===== src/rtl/fifo_byte_unpacker.sv =====
// fifo_byte_unpacker: reads 16-bit words from a FIFO and emits them as two bytes over a valid/ready stream
//   rclk       : single rising-edge clock
//   rst        : synchronous active-low reset
//   en         : permits starting a new FIFO read; a word already fetched always completes
//   fifo_empty : FIFO empty flag; fifo_data : registered FIFO read data (valid the cycle after rd_en)
//   rd_en      : one-cycle FIFO read strobe per fetched word
//   m_valid / m_ready / m_data : byte stream, transfer on m_valid && m_ready at posedge
//   busy       : high whenever the FSM is not idle
//   byte_cnt / word_cnt : free-running wrap-around counts of transferred bytes and fetched words
module fifo_byte_unpacker #(
  parameter bit MSB_FIRST = 1'b1,
  parameter int CNT_W     = 16
) (
  input  logic             rclk,
  input  logic             rst,
  input  logic             en,
  input  logic             fifo_empty,
  input  logic [15:0]      fifo_data,
  output logic             rd_en,
  output logic             m_valid,
  input  logic             m_ready,
  output logic [7:0]       m_data,
  output logic             busy,
  output logic [CNT_W-1:0] byte_cnt,
  output logic [CNT_W-1:0] word_cnt
);
  typedef enum logic [2:0] {IDLE, FETCH, LOAD, SEND_A, SEND_B} state_t;
  state_t      state;
  logic [15:0] word;
  logic        fetch_ok;
  function automatic logic [7:0] first_byte(input logic [15:0] w);
    return MSB_FIRST ? w[15:8] : w[7:0];
  endfunction
  function automatic logic [7:0] second_byte(input logic [15:0] w);
    return MSB_FIRST ? w[7:0] : w[15:8];
  endfunction
  assign fetch_ok = en && !fifo_empty;
  assign rd_en    = state == FETCH;
  assign m_valid  = state == SEND_A || state == SEND_B;
  assign busy     = state != IDLE;
  always_ff @(posedge rclk) begin
    if (!rst) begin
      state    <= IDLE;
      word     <= '0;
      m_data   <= '0;
      byte_cnt <= '0;
      word_cnt <= '0;
    end else begin
      if (m_valid && m_ready) byte_cnt <= byte_cnt + CNT_W'(1);
      case (state)
        IDLE:    if (fetch_ok) state <= FETCH;
        FETCH: begin
          word_cnt <= word_cnt + CNT_W'(1);
          state    <= LOAD;
        end
        // the first byte is taken straight from the FIFO so it is on m_data as SEND_A begins
        LOAD: begin
          word   <= fifo_data;
          m_data <= first_byte(fifo_data);
          state  <= SEND_A;
        end
        SEND_A: if (m_ready) begin
          m_data <= second_byte(word);
          state  <= SEND_B;
        end
        SEND_B:  if (m_ready) state <= fetch_ok ? FETCH : IDLE;
        default: state <= IDLE;
      endcase
    end
  end
endmodule


===== config.mk =====
export PLATFORM = sky130hd
export DESIGN_NAME = fifo_byte_unpacker
export DESIGN_NICKNAME = d
export VERILOG_FILES = /design/src/rtl/fifo_byte_unpacker.sv
export SDC_FILE = /design/constraint.sdc
export NUM_CORES = 1
export LEC_CHECK = 0
export ABC_AREA = 0
export BUFFER_PORTS_ARGS = -buffer_cell sky130_fd_sc_hd__buf_2
export CAP_MARGIN = 20
export CORE_ASPECT_RATIO = 1.75
export CORE_MARGIN = 1
export CORE_UTILIZATION = 30
export CTS_CLUSTER_SIZE = 24
export DETAILED_ROUTE_END_ITERATION = 16
export GPL_TIMING_DRIVEN = 0
export PLACE_DENSITY_LB_ADDON = 0.3
export SYNTH_ARGS = -nofsm -noshare
export SYNTH_HDL_FRONTEND = slang
export SYNTH_SLANG_ARGS = --single-unit

===== constraint.sdc =====
create_clock -name rclk -period 4.6 [get_ports rclk]
set_clock_uncertainty 0.15 [all_clocks]
set_input_delay 0.46 -clock rclk [delete_from_list [all_inputs] [get_ports rclk]]
set_output_delay 0.46 -clock rclk [all_outputs]
set_load 0.1 [all_outputs]

==> Word level (Yosys, flattened, before mapping) <==
Cells that the tools add are included.
{ "word_totals": {"regBits": 51, "input_bits": 21, "output_inout_bits": 43} }
{ "classes": {"add_sub_neg": 2, "eq_ne": 7, "mux": 7, "reduce_logical": 9} }
{ "ops": {"columns": ["cell", "count"], "rows": [
  ["16-bit by 1-bit adder with 16-bit output (second input constant)", 2],
  ["8-bit case mux with 2 select lines", 1],
  ["3-bit case mux with 5 select lines", 1],
  ["3-bit two-way mux", 3],
  ["8-bit two-way mux", 1],
  ["3-bit by 2-bit equality test with 1-bit output (second input constant)", 2],
  ["2-bit != test (second input constant)", 3],
  ["3-bit by 1-bit equality test with 1-bit output (second input constant)", 1],
  ["3-bit equality test (second input constant)", 1],
  ["3-bit zero test", 1],
  ["3-bit AND reduction", 1],
  ["3-bit nonzero test", 1],
  ["1-bit logical AND", 2],
  ["2-bit AND reduction", 1],
  ["2-bit nonzero test", 1],
  ["1-bit zero test", 1],
  ["1-bit logical OR", 1],
  ["1-bit two-way mux", 1]
]} }

==> Depth between registers and ports, before layout <==
{ "logic_depth": {"ltp_word": 5, "ltp_mapped": 6} }

==> Worst setup path after synthesis <==
OpenSTA, ideal clock, no wires.
{ "synth_path": {"path_kind": "register -> register", "start": "reg state[0]", "end": "reg word_cnt[1]", "arrival_time_ps": 3408, "path_slack_ps": 914, "path_stages_with_launch": 5, "n_path_buf": 1, "cell_sequence": "dfxtp_1 buf_2 nor3b_1 mux2i_1 nor2_1"} }
{ "synth_between": {"elab_chain_len": 1} }
{ "synth_lines": {"columns": ["element", "line", "text"], "rows": [
  ["start: declaration", "28", "state_t state;"],
  ["start signal: assignment", "66", "SEND_B: if (m_ready) state <= fetch_ok ? FETCH : IDLE;"],
  ["3-bit by 1-bit equality test with 1-bit output", null, null],
  ["via rd_en", "19", "output logic rd_en,"],
  ["end signal: assignment", "53", "word_cnt <= word_cnt + CNT_W'(1);"],
  ["end: declaration", "25", "output logic [CNT_W-1:0] word_cnt"]
]} }
The timed path passes the listed nets, and every way through them passes these cells.
A chain may end at the register's enable or synchronous reset.

==> Worst setup path in the final report <==
{ "layout_path": {"start": "reg state[0]", "end": "out m_valid"} }
{ "layout_between": {"elab_chain_len": 2, "word_cells_on_any_way": 3, "cone_classes": "2 x eq/ne; 1 x reduce/logical"} }
{ "layout_lines": {"columns": ["element", "line", "text"], "rows": [
  ["3-bit by 2-bit equality test with 1-bit output or 3-bit equality test (tied branches)", "39", "assign m_valid = state == SEND_A || state == SEND_B;"],
  ["1-bit logical OR (*)", "39", null],
  ["end: declaration", "20", "output logic m_valid,"]
]} }
Every way passes the cells marked *; elsewhere a longest branch is shown, timed or not.

==> results.ini <==
[run_status]
status = finished, final reports clean

[grt]
overflow = 0
grt_pass1_wl_mm = 10.2
grt_pass1_vias = 2157
grt_max_degree = 16
grtUsageTotal_pct = 15.4
antenna_found_initial = 0

[power_and_ir_drop]
totalPowerFinal_mw = 1.11
max-vdd-ir-drop_mv = 0.204
p_leak_nw = 1.21
power_density_nw_per_um2 = 374

[synthesis]
synth_top_area_share_pct = 43.3
synth.distinct_cells = 46
async_flop_share_pct = 0
yosys.cell_count.top_type = dfxtp_1
syn_inst = 281
synth_warnings = 0
ys_top_cells_by_count = 51 x dfxtp_1, 41 x nand2_1, 24 x nor2_1, 23 x a21oi_1, 14 x o21ai_0
synth_fp_nets = 304
syn_area_per_cell_um2 = 8.39
ys_seq_area_share_pct = 43.3
ys_ff_latch = 51
syn_area_um2 = 2360
synth-edff-count = 0
ys.flop_type = dfxtp_1
ys_top_cells_by_area = dfxtp_1 43%, nand2_1 6.5%, a21oi_1 4.9%
yosysTopAreaCell = dfxtp_1

[worst_setup_path]
worstSetupStartpoint = state[0]
r2r_slack_ns = 2.56
cp_max_fo = 10
cp.required_ns = 3.99
worstPathArrival_ns = 2.02
cp-end-kind = primary output
timing.rr.start = state[0]
crit_type = register to primary output
crit_path_start_kind = register

[route]
drc = 0
drtIter0Drc = 95
routed_wl_mm = 5.95
wl_per_cell_um = 13.5
ant_nets = 0
drtPass1Iterations = 4
vias = 2221
viasPerCell = 5.05

[timing]
maxSlewHeadroom_pct = 63.2
rsz0062_at_grt = false
slew_violations = 0
max_freq_mhz = 380
setup_tns_ns = 0
fin_crit_ns = 2.63
finalSetupViolations = 0
period_share_pct = 57.2
hold_viol_final = 0
tightest_slew_ns = 0.551

[clock_network]
cts_setup_buffers = 0
htree_levels = 2
clk_pin_slew_ns = 0.07
cts_tree = yes
clock_sinks = 51
cts.hold.buffers_added = 0
cts_buffers = 5
clockBufferDepth = 2
clk_latency_ns = 0.29
ctsResizeCount = 0
cts_root_buf = clkbuf_16

[cells_and_area]
area_delta_synth_final_pct = 25.4
insertedDiodeCount = 0
layout-drive-gt1-share_pct = 24.7
stdcell_count = 440
fin_util_pct = 39.1
finalNetCount = 374

[min_path]
hp-start = fifo_data[4]
min_path_type = primary input to register

[die]
rows = 42
die_w_um = 69.0
die_h_um = 119
core_area_um2 = 7570
num_io_pins = 64
start_util_pct = 31.2
dieArea_um2 = 8230

[placement]
dp.cells = 432
portBuffers = 63
hpwl_mm = 4.46
globalplace.congestion = 0.747

[job]
maxCapViolations = 0

## cell type report
type                       instances  area [um2]
fill                             834        4610
multi-input combinational        207        1240
clock buffer                       6         139
timing repair buffer              63         315
buffer                            17        77.6
inverter                           6        22.5
clock inverter                     2        35.0
sequential                        51        1020
tap                               88         110
## cells by family (layout without fill, tap and decap cells)
kind of cell / Yosys count / after routing / share of synthesized area (%)
AOI/OAI and AO/OA: 62 / 62 / 16.4
xor gates and xnor gates: 12 / 12 / 4.46
adders and majority gates: 2 / 2 / 1.06
buffers and inverters: 23 / 94 / 4.24
DFF: 51 / 51 / 43.3
muxes: 5 / 5 / 2.12
and+or+nand+nor: 126 / 126 / 28.4
## layer usage
metal	up-vias	wire, um	GRT usage, %
met5	-	0	0
met4	0	117	6.89
met3	6	234	3.89
met2	37	3150	27.4
met1	1038	2450	17.0
li1	1140	-	-
## worst paths after layout
check                      end  cells after the start
hold / removal         word[4]                      3
setup / recovery       m_valid                      5
hold reg to reg   byte_cnt[15]                      2
setup reg to reg  byte_cnt[15]                      6
## registers in the layout (all words and copies together) (netlist names)
name,flops
byte_cnt,16
word_cnt,16
m_data,8
word,8
state,3
## layout by cell type, fill, tap and decap left out, types with 2 or more instances in the layout
master,n
nor2_1,24
xnor2_1,7
inv_1,5
nand2_1,41
or3_1,6
mux2i_1,5
o31ai_1,4
nand3_1,12
and3_1,3
ha_1,2
nand4b_1,2
o211ai_1,2
a21o_1,3
a311oi_1,8
dfxtp_1,51
buf_2,71
o21ai_0,14
clkbuf_16,5
nand2b_1,6
a21oi_1,23
clkbuf_1,8
nand3b_1,2
a211oi_1,2
nor4_1,2
nand4_1,8
o21a_1,2
and4_1,2
nor3_1,4
xor2_1,5
or4_1,3
## stage by stage
stage | hold slack (ns) | setup slack, ns | cell area (um2)
floorplan | 0.301 | 0.914 | 2360
global placement | 0.303 | 2.27 | 2780
detailed placement | 0.309 | 2.24 | 2780
CTS | 0.244 | 1.92 | 2960
global route | 0.241 | 1.81 | 2960
finish | 0.248 | 1.97 | 2960
## worst max-delay path: stages, from the launching register on
cell,delay (ns)
dfxtp_1,0.42
buf_2,0.25
nand3b_1,0.18
clkbuf_1,0.29
nand2_1,0.15
buf_2,0.44
## power by group
group | internal, mW | switching, mW | total [mW] | leakage (nW)
sequential | 0.459 | 0.0114 | 0.470 | 0.413
clock | 0.271 | 0.166 | 0.436 | 0.0868
combinational | 0.0426 | 0.158 | 0.201 | 0.711
total | 0.772 | 0.335 | 1.11 | 1.21
Note: power is estimated with default switching activity, not from simulation.
